File: config.mk
export PLATFORM = sky130hd
export DESIGN_NAME = slm_spi_sequencer
export DESIGN_NICKNAME = d
export VERILOG_FILES = /design/src/rtl/slm_seq_pkg.sv /design/src/rtl/slm_cmd_fifo.sv /design/src/rtl/slm_spi_sequencer.sv
export SDC_FILE = /design/constraint.sdc
export NUM_CORES = 1
export LEC_CHECK = 0
export CAP_MARGIN = 15
export CORE_ASPECT_RATIO = 1.5
export CORE_UTILIZATION = 45
export DETAILED_ROUTE_END_ITERATION = 16
export PLACE_DENSITY = 0.69
export SLEW_MARGIN = 20
export SYNTH_ARGS = -nofsm -noshare
export SYNTH_HDL_FRONTEND = slang
export SYNTH_SLANG_ARGS = --single-unit
export TNS_END_PERCENT = 50
File: constraint.sdc
create_clock -name i_clock -period 6.64 [get_ports i_clock]
set_input_delay 1.328 -clock i_clock [delete_from_list [all_inputs] [get_ports i_clock]]
set_output_delay 1.328 -clock i_clock [all_outputs]
set_load 0.01 [all_outputs]
File: src/rtl/slm_seq_pkg.sv
// Shared types and constants for the UART-to-SPI command sequencer: command bytes,
// Bluejay register constants, FSM/parser state enums and the queued transaction type.
package slm_seq_pkg;

  localparam logic [7:0] CMD_RESET  = 8'h72;  // 'r'
  localparam logic [7:0] CMD_WHOAMI = 8'h64;  // 'd'
  localparam logic [7:0] CMD_SETCLK = 8'h73;  // 's'
  localparam logic [7:0] CMD_RDCLK  = 8'h61;  // 'a'
  localparam logic [7:0] CMD_RAW    = 8'h77;  // 'w'

  localparam logic [7:0] SPI_ADDR_WHOAMI = 8'hF8;
  localparam logic [7:0] SPI_ADDR_SETCLK = 8'h09;
  localparam logic [7:0] SPI_DATA_SETCLK = 8'h32;
  localparam logic [7:0] SPI_ADDR_RDCLK  = 8'h89;
  localparam logic [7:0] SPI_DATA_ZERO   = 8'h00;

  typedef enum logic [1:0] {S_IDLE, S_ISSUE, S_WAIT, S_REPLY} seq_state_t;
  typedef enum logic [1:0] {P_CMD, P_ADDR, P_DATA} parse_state_t;

  typedef struct packed {
    logic [7:0] addr;
    logic [7:0] data;
  } spi_txn_t;

  function automatic logic is_fixed_cmd(input logic [7:0] b);
    return (b == CMD_WHOAMI) || (b == CMD_SETCLK) || (b == CMD_RDCLK);
  endfunction

  function automatic spi_txn_t fixed_txn(input logic [7:0] b);
    spi_txn_t t;
    t.addr = SPI_ADDR_WHOAMI;
    t.data = SPI_DATA_ZERO;
    case (b)
      CMD_SETCLK: begin
        t.addr = SPI_ADDR_SETCLK;
        t.data = SPI_DATA_SETCLK;
      end
      CMD_RDCLK: t.addr = SPI_ADDR_RDCLK;
      default: ;
    endcase
    return t;
  endfunction

endpackage

File: src/rtl/slm_cmd_fifo.sv
// Small synchronous FIFO of SPI transactions with flush; head entry is visible on o_dout
// whenever the FIFO is not empty.
module slm_cmd_fifo
  import slm_seq_pkg::*;
#(
  parameter int DEPTH = 4
) (
  input  logic                     i_clock,
  input  logic                     i_reset,
  input  logic                     i_flush,
  input  logic                     i_push,
  input  spi_txn_t                 i_din,
  input  logic                     i_pop,
  output spi_txn_t                 o_dout,
  output logic                     o_full,
  output logic                     o_empty,
  output logic [$clog2(DEPTH):0]   o_count
);

  localparam int AW = $clog2(DEPTH);
  localparam logic [AW:0] FULL_CNT = (AW + 1)'(DEPTH);

  spi_txn_t        r_mem [DEPTH];
  logic [AW-1:0]   r_wr_ptr;
  logic [AW-1:0]   r_rd_ptr;
  logic [AW:0]     r_count;
  logic            w_wr_en;
  logic            w_rd_en;

  assign w_rd_en = i_pop && (r_count != '0);
  // A full FIFO still accepts a push when the head leaves in the same cycle.
  assign w_wr_en = i_push && ((r_count != FULL_CNT) || w_rd_en);

  always_ff @(posedge i_clock or posedge i_reset) begin
    if (i_reset) begin
      r_wr_ptr <= '0;
      r_rd_ptr <= '0;
      r_count  <= '0;
    end else if (i_flush) begin
      r_wr_ptr <= '0;
      r_rd_ptr <= '0;
      r_count  <= '0;
    end else begin
      if (w_wr_en) r_wr_ptr <= r_wr_ptr + 1'b1;
      if (w_rd_en) r_rd_ptr <= r_rd_ptr + 1'b1;
      case ({w_wr_en, w_rd_en})
        2'b10:   r_count <= r_count + 1'b1;
        2'b01:   r_count <= r_count - 1'b1;
        default: ;
      endcase
    end
  end

  always_ff @(posedge i_clock) begin
    if (w_wr_en && !i_flush) r_mem[r_wr_ptr] <= i_din;
  end

  assign o_dout  = r_mem[r_rd_ptr];
  assign o_full  = (r_count == FULL_CNT);
  assign o_empty = (r_count == '0);
  assign o_count = r_count;

endmodule

File: src/rtl/slm_spi_sequencer.sv
// UART command decoder + SPI transaction sequencer for the Bluejay SLM.
// Define SLM_SEQ_RAW_CMD_EN to enable the 'w' <addr> <data> raw-write parser.
module slm_spi_sequencer
  import slm_seq_pkg::*;
#(
  parameter int FIFO_DEPTH     = 4,
  parameter int TIMEOUT_CYCLES = 65535
) (
  input  logic       i_clock,
  input  logic       i_reset,
  input  logic       i_rx_dv,
  input  logic [7:0] i_rx_byte,
  output logic       o_spi_start,
  output logic [7:0] o_spi_addr,
  output logic [7:0] o_spi_data,
  input  logic       i_spi_busy,
  input  logic       i_spi_done,
  input  logic [7:0] i_spi_rx_byte,
  output logic       o_tx_dv,
  output logic [7:0] o_tx_byte,
  input  logic       i_tx_active,
  output logic       o_soft_reset,
  output logic       o_overflow,
  output logic       o_timeout
);

  localparam int CNT_W = $clog2(TIMEOUT_CYCLES + 1);
  localparam logic [CNT_W-1:0] TIMEOUT_VAL = CNT_W'(TIMEOUT_CYCLES);
  localparam int FAW = $clog2(FIFO_DEPTH);

  seq_state_t      r_state;
  seq_state_t      w_state_next;
  spi_txn_t        r_txn;
  logic [7:0]      r_rx_byte;
  logic [CNT_W-1:0] r_wait_cnt;
  logic [CNT_W-1:0] w_cnt_inc;
  logic            r_soft_reset;
  logic            r_overflow;
  logic            r_timeout;

  logic            w_push;
  spi_txn_t        w_push_txn;
  logic            w_soft_rst;
  logic            w_pop;
  logic            w_start;
  logic            w_tx_dv;
  logic            w_timeout_hit;
  logic            w_rx_latch;
  logic            w_overflow_drop;
  logic            w_has_entry;

  spi_txn_t        w_fifo_dout;
  logic            w_fifo_full;
  logic            w_fifo_empty;
  logic [FAW:0]    w_fifo_count;

`ifdef SLM_SEQ_RAW_CMD_EN
  parse_state_t    r_parse;
  parse_state_t    w_parse_next;
  logic [7:0]      r_raw_addr;
`endif

  // Command decode feeds the FIFO directly, so the entry lands on the edge after i_rx_dv.
  always_comb begin
    w_push     = 1'b0;
    w_push_txn = '0;
    w_soft_rst = 1'b0;
`ifdef SLM_SEQ_RAW_CMD_EN
    w_parse_next = r_parse;
    if (i_rx_dv) begin
      case (r_parse)
        P_ADDR: w_parse_next = P_DATA;
        P_DATA: begin
          w_push          = 1'b1;
          w_push_txn.addr = r_raw_addr;
          w_push_txn.data = i_rx_byte;
          w_parse_next    = P_CMD;
        end
        default: begin
          if (i_rx_byte == CMD_RAW) begin
            w_parse_next = P_ADDR;
          end else if (is_fixed_cmd(i_rx_byte)) begin
            w_push     = 1'b1;
            w_push_txn = fixed_txn(i_rx_byte);
          end else if (i_rx_byte == CMD_RESET) begin
            w_soft_rst = 1'b1;
          end
        end
      endcase
    end
`else
    if (i_rx_dv) begin
      if (is_fixed_cmd(i_rx_byte)) begin
        w_push     = 1'b1;
        w_push_txn = fixed_txn(i_rx_byte);
      end else if (i_rx_byte == CMD_RESET) begin
        w_soft_rst = 1'b1;
      end
    end
`endif
  end

`ifdef SLM_SEQ_RAW_CMD_EN
  always_ff @(posedge i_clock or posedge i_reset) begin
    if (i_reset) begin
      r_parse    <= P_CMD;
      r_raw_addr <= '0;
    end else begin
      r_parse <= w_parse_next;
      if (i_rx_dv && (r_parse == P_ADDR)) r_raw_addr <= i_rx_byte;
    end
  end
`endif

  slm_cmd_fifo #(
    .DEPTH (FIFO_DEPTH)
  ) u_fifo (
    .i_clock (i_clock),
    .i_reset (i_reset),
    .i_flush (w_soft_rst),
    .i_push  (w_push),
    .i_din   (w_push_txn),
    .i_pop   (w_pop),
    .o_dout  (w_fifo_dout),
    .o_full  (w_fifo_full),
    .o_empty (w_fifo_empty),
    .o_count (w_fifo_count)
  );

  assign w_has_entry     = !w_fifo_empty && (w_fifo_count != '0);
  assign w_overflow_drop = w_push && w_fifo_full && !w_pop;
  assign w_cnt_inc       = r_wait_cnt + 1'b1;

  always_ff @(posedge i_clock or posedge i_reset) begin
    if (i_reset) r_state <= S_IDLE;
    else         r_state <= w_state_next;
  end

  always_comb begin
    w_state_next  = r_state;
    w_pop         = 1'b0;
    w_start       = 1'b0;
    w_tx_dv       = 1'b0;
    w_timeout_hit = 1'b0;
    w_rx_latch    = 1'b0;
    case (r_state)
      S_IDLE: begin
        if (w_has_entry && !i_spi_busy) begin
          w_pop        = 1'b1;
          w_state_next = S_ISSUE;
        end
      end
      S_ISSUE: begin
        w_start      = 1'b1;
        w_state_next = S_WAIT;
      end
      S_WAIT: begin
        if (i_spi_done) begin
          if (r_txn.addr[7]) begin
            w_rx_latch   = 1'b1;
            w_state_next = S_REPLY;
          end else begin
            w_state_next = S_IDLE;
          end
        end else if (w_cnt_inc == TIMEOUT_VAL) begin
          w_timeout_hit = 1'b1;
          w_state_next  = S_IDLE;
        end
      end
      S_REPLY: begin
        if (!i_tx_active) begin
          w_tx_dv      = 1'b1;
          w_state_next = S_IDLE;
        end
      end
      default: w_state_next = S_IDLE;
    endcase
    // Soft reset abandons whatever is in flight, including a pending reply.
    if (w_soft_rst) begin
      w_state_next  = S_IDLE;
      w_pop         = 1'b0;
      w_rx_latch    = 1'b0;
      w_timeout_hit = 1'b0;
    end
  end

  always_ff @(posedge i_clock or posedge i_reset) begin
    if (i_reset) begin
      r_txn        <= '0;
      r_rx_byte    <= '0;
      r_wait_cnt   <= '0;
      r_soft_reset <= 1'b0;
      r_overflow   <= 1'b0;
      r_timeout    <= 1'b0;
    end else begin
      r_soft_reset <= w_soft_rst;
      if (w_pop)      r_txn     <= w_fifo_dout;
      if (w_rx_latch) r_rx_byte <= i_spi_rx_byte;
      if (r_state == S_ISSUE)     r_wait_cnt <= '0;
      else if (r_state == S_WAIT) r_wait_cnt <= w_cnt_inc;
      if (w_soft_rst) begin
        r_overflow <= 1'b0;
        r_timeout  <= 1'b0;
      end else begin
        if (w_overflow_drop) r_overflow <= 1'b1;
        if (w_timeout_hit)   r_timeout  <= 1'b1;
      end
    end
  end

  assign o_spi_start  = w_start;
  assign o_spi_addr   = r_txn.addr;
  assign o_spi_data   = r_txn.data;
  assign o_tx_dv      = w_tx_dv;
  assign o_tx_byte    = r_rx_byte;
  assign o_soft_reset = r_soft_reset;
  assign o_overflow   = r_overflow;
  assign o_timeout    = r_timeout;

endmodule

== Yosys cells after proc, flatten, opt, wreduce, memory -nomap -nowiden ==
Memory sizes are Yosys's and may differ from the RTL's. A register that Yosys moved wholly into a read port is not among the register bits.
Cells that the tools add are included.
Word-level totals
  register bits after elaboration: 36
  bits in latches: 0
  RAM bits: 64
  bits in read-only memories: 0
  bits of input ports: 22
  output and inout bits: 29
  word-level logic and storage cells: 98
  memories: 1
Memories
  u_fifo.r_mem: depth 4, width 16, rd ports 1, clocked after memory_dff 1, wr ports 1, line slm_cmd_fifo.sv:23  | spi_txn_t r_mem [DEPTH];
Operators by class
  $add $sub $neg: 5
  multipliers: 0
  div/mod/pow operators: 0
  order comparisons: 0
  equal/unequal tests: 15
  shift-type cells: 0
  muxes and demuxes: 44
  bitwise logic cells: 0
  reductions and logical operators: 24
Operators with widths (count)
  $mux 16: 4
  $eq 8x7->1 const B: 4
  $mux 1: 25
  $mux 2: 10
  $add 16x1->16 const B: 1
  $eq 16x16->1 const B: 1
  $pmux 8 s2: 1
  $reduce_bool 2->1: 5
  $pmux 2 s4: 1
  $logic_and 1x1->1: 7
  $eq 2x2->1 const B: 3
  $mux 6: 1
  $ne 3x2->1 const B: 2
  $pmux 3 s2: 1
  $reduce_bool 3->1: 2
  $add 2x1->2 const B: 2
  $eq 2x1->1 const B: 2
  $logic_not 1->1: 4
  $ne 4x3->1 const B: 1
  $add 3x1->3 const B: 1
  $eq 3x3->1 const B: 1
  $logic_not 3->1: 1
  $logic_or 1x1->1: 3
  $mux 3: 1
  other kinds (4): 4

== Depth between registers and ports, before layout ==
  word-level depth: 13
  gate-level depth with buffers: 11
  depth with buffers taken out: 9

== Cells and area by module ==
From an unflattened synthesis, not the netlist that was laid out.
Unflattened totals
  cell total of the unflattened synthesis: 381
  area total of the unflattened synthesis: 5332.6 um^2
By module, submodules not included
  slm_cmd_fifo: times used 1, cells each 149, area an instance 2891.5 um^2, sequential area each 2097.0 um^2
  slm_spi_sequencer: times used 1, cells each 232, area an instance 2441.1 um^2, sequential area each 1126.1 um^2

== Least setup slack after synthesis ==
No wires, ideal clock.
  path kind: input -> register
  start: in i_rx_byte[0]
  end: reg u_fifo.r_count[2] (netlist: u_fifo.o_count[2])
  library setup time: 132 ps
  arrival time: 3264 ps
  required time: 6508 ps
  path slack: 3245 ps
  cell stages on the path: 8
  buffers on the path: 0
  path through: or4b_2 -> o21a_1 -> nor2_1 -> nor2_1 -> fa_1 -> mux2i_1 -> xor2_1 -> nor2_1
On the way
  word-level cells in the longest chain between the ends: 12
  elaborated cells on any way between the ends: 20
  classes of those cells: eq/ne (6); mux (8); reduce/logical (6)
RTL lines
  start: declaration: line slm_spi_sequencer.sv:12  | input logic [7:0] i_rx_byte,
  $eq 8x7->1: line slm_seq_pkg.sv:26  | return (b == CMD_WHOAMI) || (b == CMD_SETCLK) || (b == CMD_RDCLK);
  $logic_or 1x1->1 (2 in series): line slm_seq_pkg.sv:26
  $mux 1: line slm_spi_sequencer.sv:93  | if (is_fixed_cmd(i_rx_byte)) begin
  $mux 1: line slm_spi_sequencer.sv:92  | if (i_rx_dv) begin
  $mux 1: line slm_spi_sequencer.sv:179  | if (w_soft_rst) begin
  $logic_and 1x1->1: line slm_cmd_fifo.sv:30  | assign w_rd_en = i_pop && (r_count != '0);
  $logic_or 1x1->1: line slm_cmd_fifo.sv:32  | assign w_wr_en = i_push && ((r_count != FULL_CNT) || w_rd_en);
  $logic_and 1x1->1: line slm_cmd_fifo.sv:32
  $eq 2x1->1 or $eq 2x2->1 (tied branches): line slm_cmd_fifo.sv:46  | case ({w_wr_en, w_rd_en})
  $pmux 3 s2: line slm_cmd_fifo.sv:46
  $mux 3: line slm_cmd_fifo.sv:39  | end else if (i_flush) begin
  end signal: assignment: line slm_cmd_fifo.sv:47  | 2'b10: r_count <= r_count + 1'b1;
  end signal: assignment: line slm_cmd_fifo.sv:48  | 2'b01: r_count <= r_count - 1'b1;
  end: declaration: line slm_cmd_fifo.sv:26  | logic [AW:0] r_count;
Several ways; a longest one is shown, not always the timed one.
A chain may end at the register's enable or synchronous reset.

== Final worst setup path ==
Ends and elaborated chain as after synthesis.

==> summary.txt <==
Run
  – Max Cap Viol: 0

Critical path
  – WS Path Type: in -> reg
  – CP Cell Sequence: clkdlybuf4s50_1, or4b_2, o21a_1, nor2_1, nor2_1, fa_1, mux2i_1, xor2_1, nor2_1
  – Crit path buf inv count: 1
  – Top delay family on crit path: simple AND/OR/NAND/NOR gates
  – Crit path top cell by count: nor2_1
  – Setup slack, reg-to-reg: 4.11 ns
  – Reg-to-Reg Start: r_wait_cnt[1]
  – R2R depth: 7
  – Crit path required time: 6.88 ns
  – Critical Path Slowest Stage Cell: or4b_2
  – Max FO, Critical Path: 9
  – Critical Path AT: about 4.0 ns
  – Startpoint Class: input port
  – Slowest stage delay, CP: roughly 0.71 ns
  – R2R Path End: r_state[1]
  – CP endpoint kind: register

Synth
  – Post-synthesis mux area share: 8.93%
  – #FFs+latches synth: approximately 60
  – Post-synth top area cell: dfrtp_1
  – Ys async rst share: about 67%
  – Fraction of the mapped netlist area in adder cells: under 10%
  – Synthesized area per cell: between 10 and 15 sq um
  – Area contributors post-synth: dfrtp_1 31%, edfxtp_1 18%, mux2_2 4.7%, ha_1 3.7%, mux4_2 3.3%
  – Register area share after synthesis: between 40% and 50%
  – Post-synth EDFFs: 20
  – Synth Flop Type: dfrtp_1
  – Synth Instances: just over 300
  – Simple-gate share of the synthesized area: 17.7%
  – XOR/XNOR share of the synthesized area: ~1.8%
  – Post-synthesis instance area: 0.00336 sq mm
  – Main combinational cell family by area after synthesis: simple AND/OR/NAND/NOR gates
  – Synth Warn #: 0
  – Synth Area in Compound Gates: around 12%
  – Synth top area share: between 30% and 40%
  – Yosys cell types: 60

Finish
  – ANT cells: 0
  – Fin area: 0.00400 sq mm
  – Share of cells above drive strength 1: between 10% and 20%
  – Nets: 377
  – Area Overhead vs Synth: 18.9%

Timing
  – Final period utilization: between 50% and 60%
  – Slew @ Worst Pin: 0.644 ns
  – Fmax: around 0.27 GHz
  – # setup viols final: 0
  – Crit path time final: 3.77 ns
  – Max Slew Vio Count: 0
  – Endpoints failing hold: 0
  – Slew HR: approximately 57%
  – Final TNS setup: 0 ns
  – Unrepaired setup endpoints after global routing: false
  – Clk_skew: 0.00648 ns

Detailed routing
  – DRT iter0 DRCs: ~160
  – Residual DRC: 0
  – Via density: 5.54
  – Drt pass-1 iters: 4
  – Final WL: roughly 6900 microns
  – DR vias: about 2500
  – ANT nets after route: 0
  – Routed len/inst: 15.4 microns

Place
  – Post-DP HPWL: 5180 microns
  – Port bufs: 43
  – Placed cell areas: 0.00379 sq mm
  – Routability cong.: about 0.85

Power and ir drop
  – Lkg Pwr: about 1.6 nW
  – PwrDens: 362 mW/mm^2
  – VDD IR max: around 0.0002 V

Global route
  – Global routing met1 resource utilization: between 20% and 30%
  – Total track usage: a little under 20%
  – Gr busiest metal: met2
  – Grt met2 use: between 30% and 40%
  – Aggregate global routing overflow: 0
  – Largest net degree at the start of global routing: 42
  – Vias in the first global route: 2432
  – First-pass GRT wire length: approximately 11000 microns
  – Initial antenna violation count: 0
  – Met3 GRT Util: 3.93%

Floorplan
  – Core area: about 0.0072 sq mm
  – Row count: 38
  – Top Ports: just over 50
  – Die area: ~0.0078 sq mm
  – Die W: between 70 and 80 microns
  – Initial core utilization: around 47%
  – Chip Height: ~110 microns

Clock tree
  – Post-CTS sizing: 0
  – CTS root buffer: clkbuf_8
  – CTS tree: done
  – Clk buf depth: 2
  – Clock transition at path regs: ~0.070 ns
  – CTS Buf Count: 9
  – Setup bufs post-CTS: 0
  – Clock Latency Late Sink: 0.35 ns
  – Cts hold-fix bufs: 0
  – TritonCTS Sinks: 61
  – H-tree Lvls: 3

Worst hold path
  – Min-Delay Path Class: reg -> reg
  – Hold Path End: o_tx_byte[6]
  – Hold Path Cell Cnt: 1
  – Startpoint of the worst hold path: o_tx_byte[6]

Run status
  – Outcome: complete, no violations
cell usage after synthesis, types with 2 or more instances:
| cell type | instances |
|---|---|
| and4_2 | 2 |
| dfrtp_1 | 41 |
| buf_4 | 11 |
| nand2b_1 | 6 |
| nand4_1 | 5 |
| o31ai_1 | 4 |
| o41ai_1 | 3 |
| nand2_1 | 25 |
| mux4_2 | 5 |
| edfxtp_1 | 20 |
| o21ai_0 | 16 |
| nand3_1 | 6 |
| ha_1 | 10 |
| nand3b_1 | 3 |
| clkbuf_1 | 8 |
| xor2_1 | 3 |
| clkbuf_8 | 2 |
| mux2i_1 | 3 |
| and3_1 | 7 |
| o21a_1 | 3 |
| or3_1 | 3 |
| o22ai_1 | 2 |
| a31oi_1 | 8 |
| and2_1 | 5 |
| xnor2_1 | 4 |
| buf_1 | 2 |
| a21oi_1 | 5 |
| and3_2 | 2 |
| nor3_1 | 6 |
| inv_1 | 13 |
| mux2_2 | 14 |
| buf_6 | 2 |
| nor2_1 | 27 |
| nor4_1 | 5 |
placed cells by master (no fill, tap or decap), types with 6 or more instances in the layout:
| cell | instances |
|---|---|
| inv_1 | 13 |
| nand2_1 | 25 |
| o21ai_0 | 16 |
| clkdlybuf4s50_1 | 43 |
| nand3_1 | 6 |
| edfxtp_1 | 20 |
| nor2_1 | 27 |
| ha_1 | 10 |
| nand2b_1 | 6 |
| clkbuf_8 | 9 |
| conb_1 | 7 |
| dfrtp_1 | 41 |
| mux2_2 | 14 |
| and3_1 | 7 |
| nor3_1 | 6 |
| a31oi_1 | 8 |
sequential cells by signal (all words and copies together) (netlist names):
name,flops
u_fifo.o_count,3
o_overflow,1
u_fifo.r_wr_ptr,2
o_timeout,1
o_spi_addr,4
u_fifo.r_mem,20
r_wait_cnt,16
o_soft_reset,1
u_fifo.r_rd_ptr,2
r_state,2
o_spi_data,1
o_tx_byte,8
cell type report:
type                            count  area (sq um)
Timing Repair Buffer               45           445
Sequential cell                    61          1630
Multi-Input combinational cell    214          1550
Clock inverter                      7          81.3
Clock buffer                        9           124
Inverter                           13          48.8
Tap cell                          100           125
Fill cell                         660          3230
metal layers:
layer | vias to the layer above | wire length, microns
met5 | - | 0
met2 | 67 | 3750
met4 | 0 | 263
met1 | 1223 | 2670
li1 | 1169 | -
met3 | 27 | 215
worst reg2reg max path: cells and delay by family (launching register included):
| family | cells | cell delay, ns |
|---|---|---|
| fa+ha+maj | 1 | 0.45 |
| flops | 1 | 0.54 |
| compound gates | 3 | 0.62 |
| simple gates | 2 | 0.59 |
| xor+xnor | 1 | 0.22 |
cell families (layout without fill, tap and decap cells):
| group | Yosys count | in the layout |
|---|---|---|
| buffers and inverters | 38 | 74 |
| DFF | 61 | 61 |
| xor gates and xnor gates | 7 | 7 |
| other | 1 | 7 |
| and+or+nand+nor | 112 | 112 |
| adders and majority gates | 11 | 11 |
| AOI/OAI and AO/OA | 55 | 55 |
| muxes | 22 | 22 |
stage by stage:
stage / utilization [%] / hold slack [ns] / cells / power (mW) / worst slack, ns
after CTS: 55.3 / 0.508 / 449 / 1.46 / 2.87
after detailed placement: 52.5 / 0.492 / 433 / 1.12 / 2.52
after floorplan: - / 0.486 / 313 / 0.938 / 3.24
final: 55.3 / 0.507 / 449 / 1.45 / 2.87
after global routing: 55.3 / 0.518 / 449 / 1.54 / 2.66
after global placement: 52.5 / 0.490 / 433 / 1.11 / 2.59
report_power, final:
part | switching, mW | total [mW] | internal (mW)
clock network | 0.160 | 0.338 | 0.178
registers | 0.0948 | 0.558 | 0.464
logic | 0.267 | 0.552 | 0.285
total | 0.522 | 1.45 | 0.927
worst max-delay path by stage:
stage	slack, ns	cells past startpoint	to	from
2_1_floorplan	3.24	8	u_fifo.o_count[2]	i_rx_byte[0]
3_3_place_gp	2.59	9	u_fifo.o_count[2]	i_rx_byte[0]
3_5_place_dp	2.52	9	u_fifo.o_count[2]	i_rx_byte[0]
4_1_cts	2.87	3	o_tx_dv	i_tx_active
5_1_grt	2.66	9	u_fifo.o_count[2]	i_rx_byte[0]
6_report	2.87	9	u_fifo.o_count[2]	i_rx_byte[0]
No activity file was read; power rests on OpenSTA's default activity.
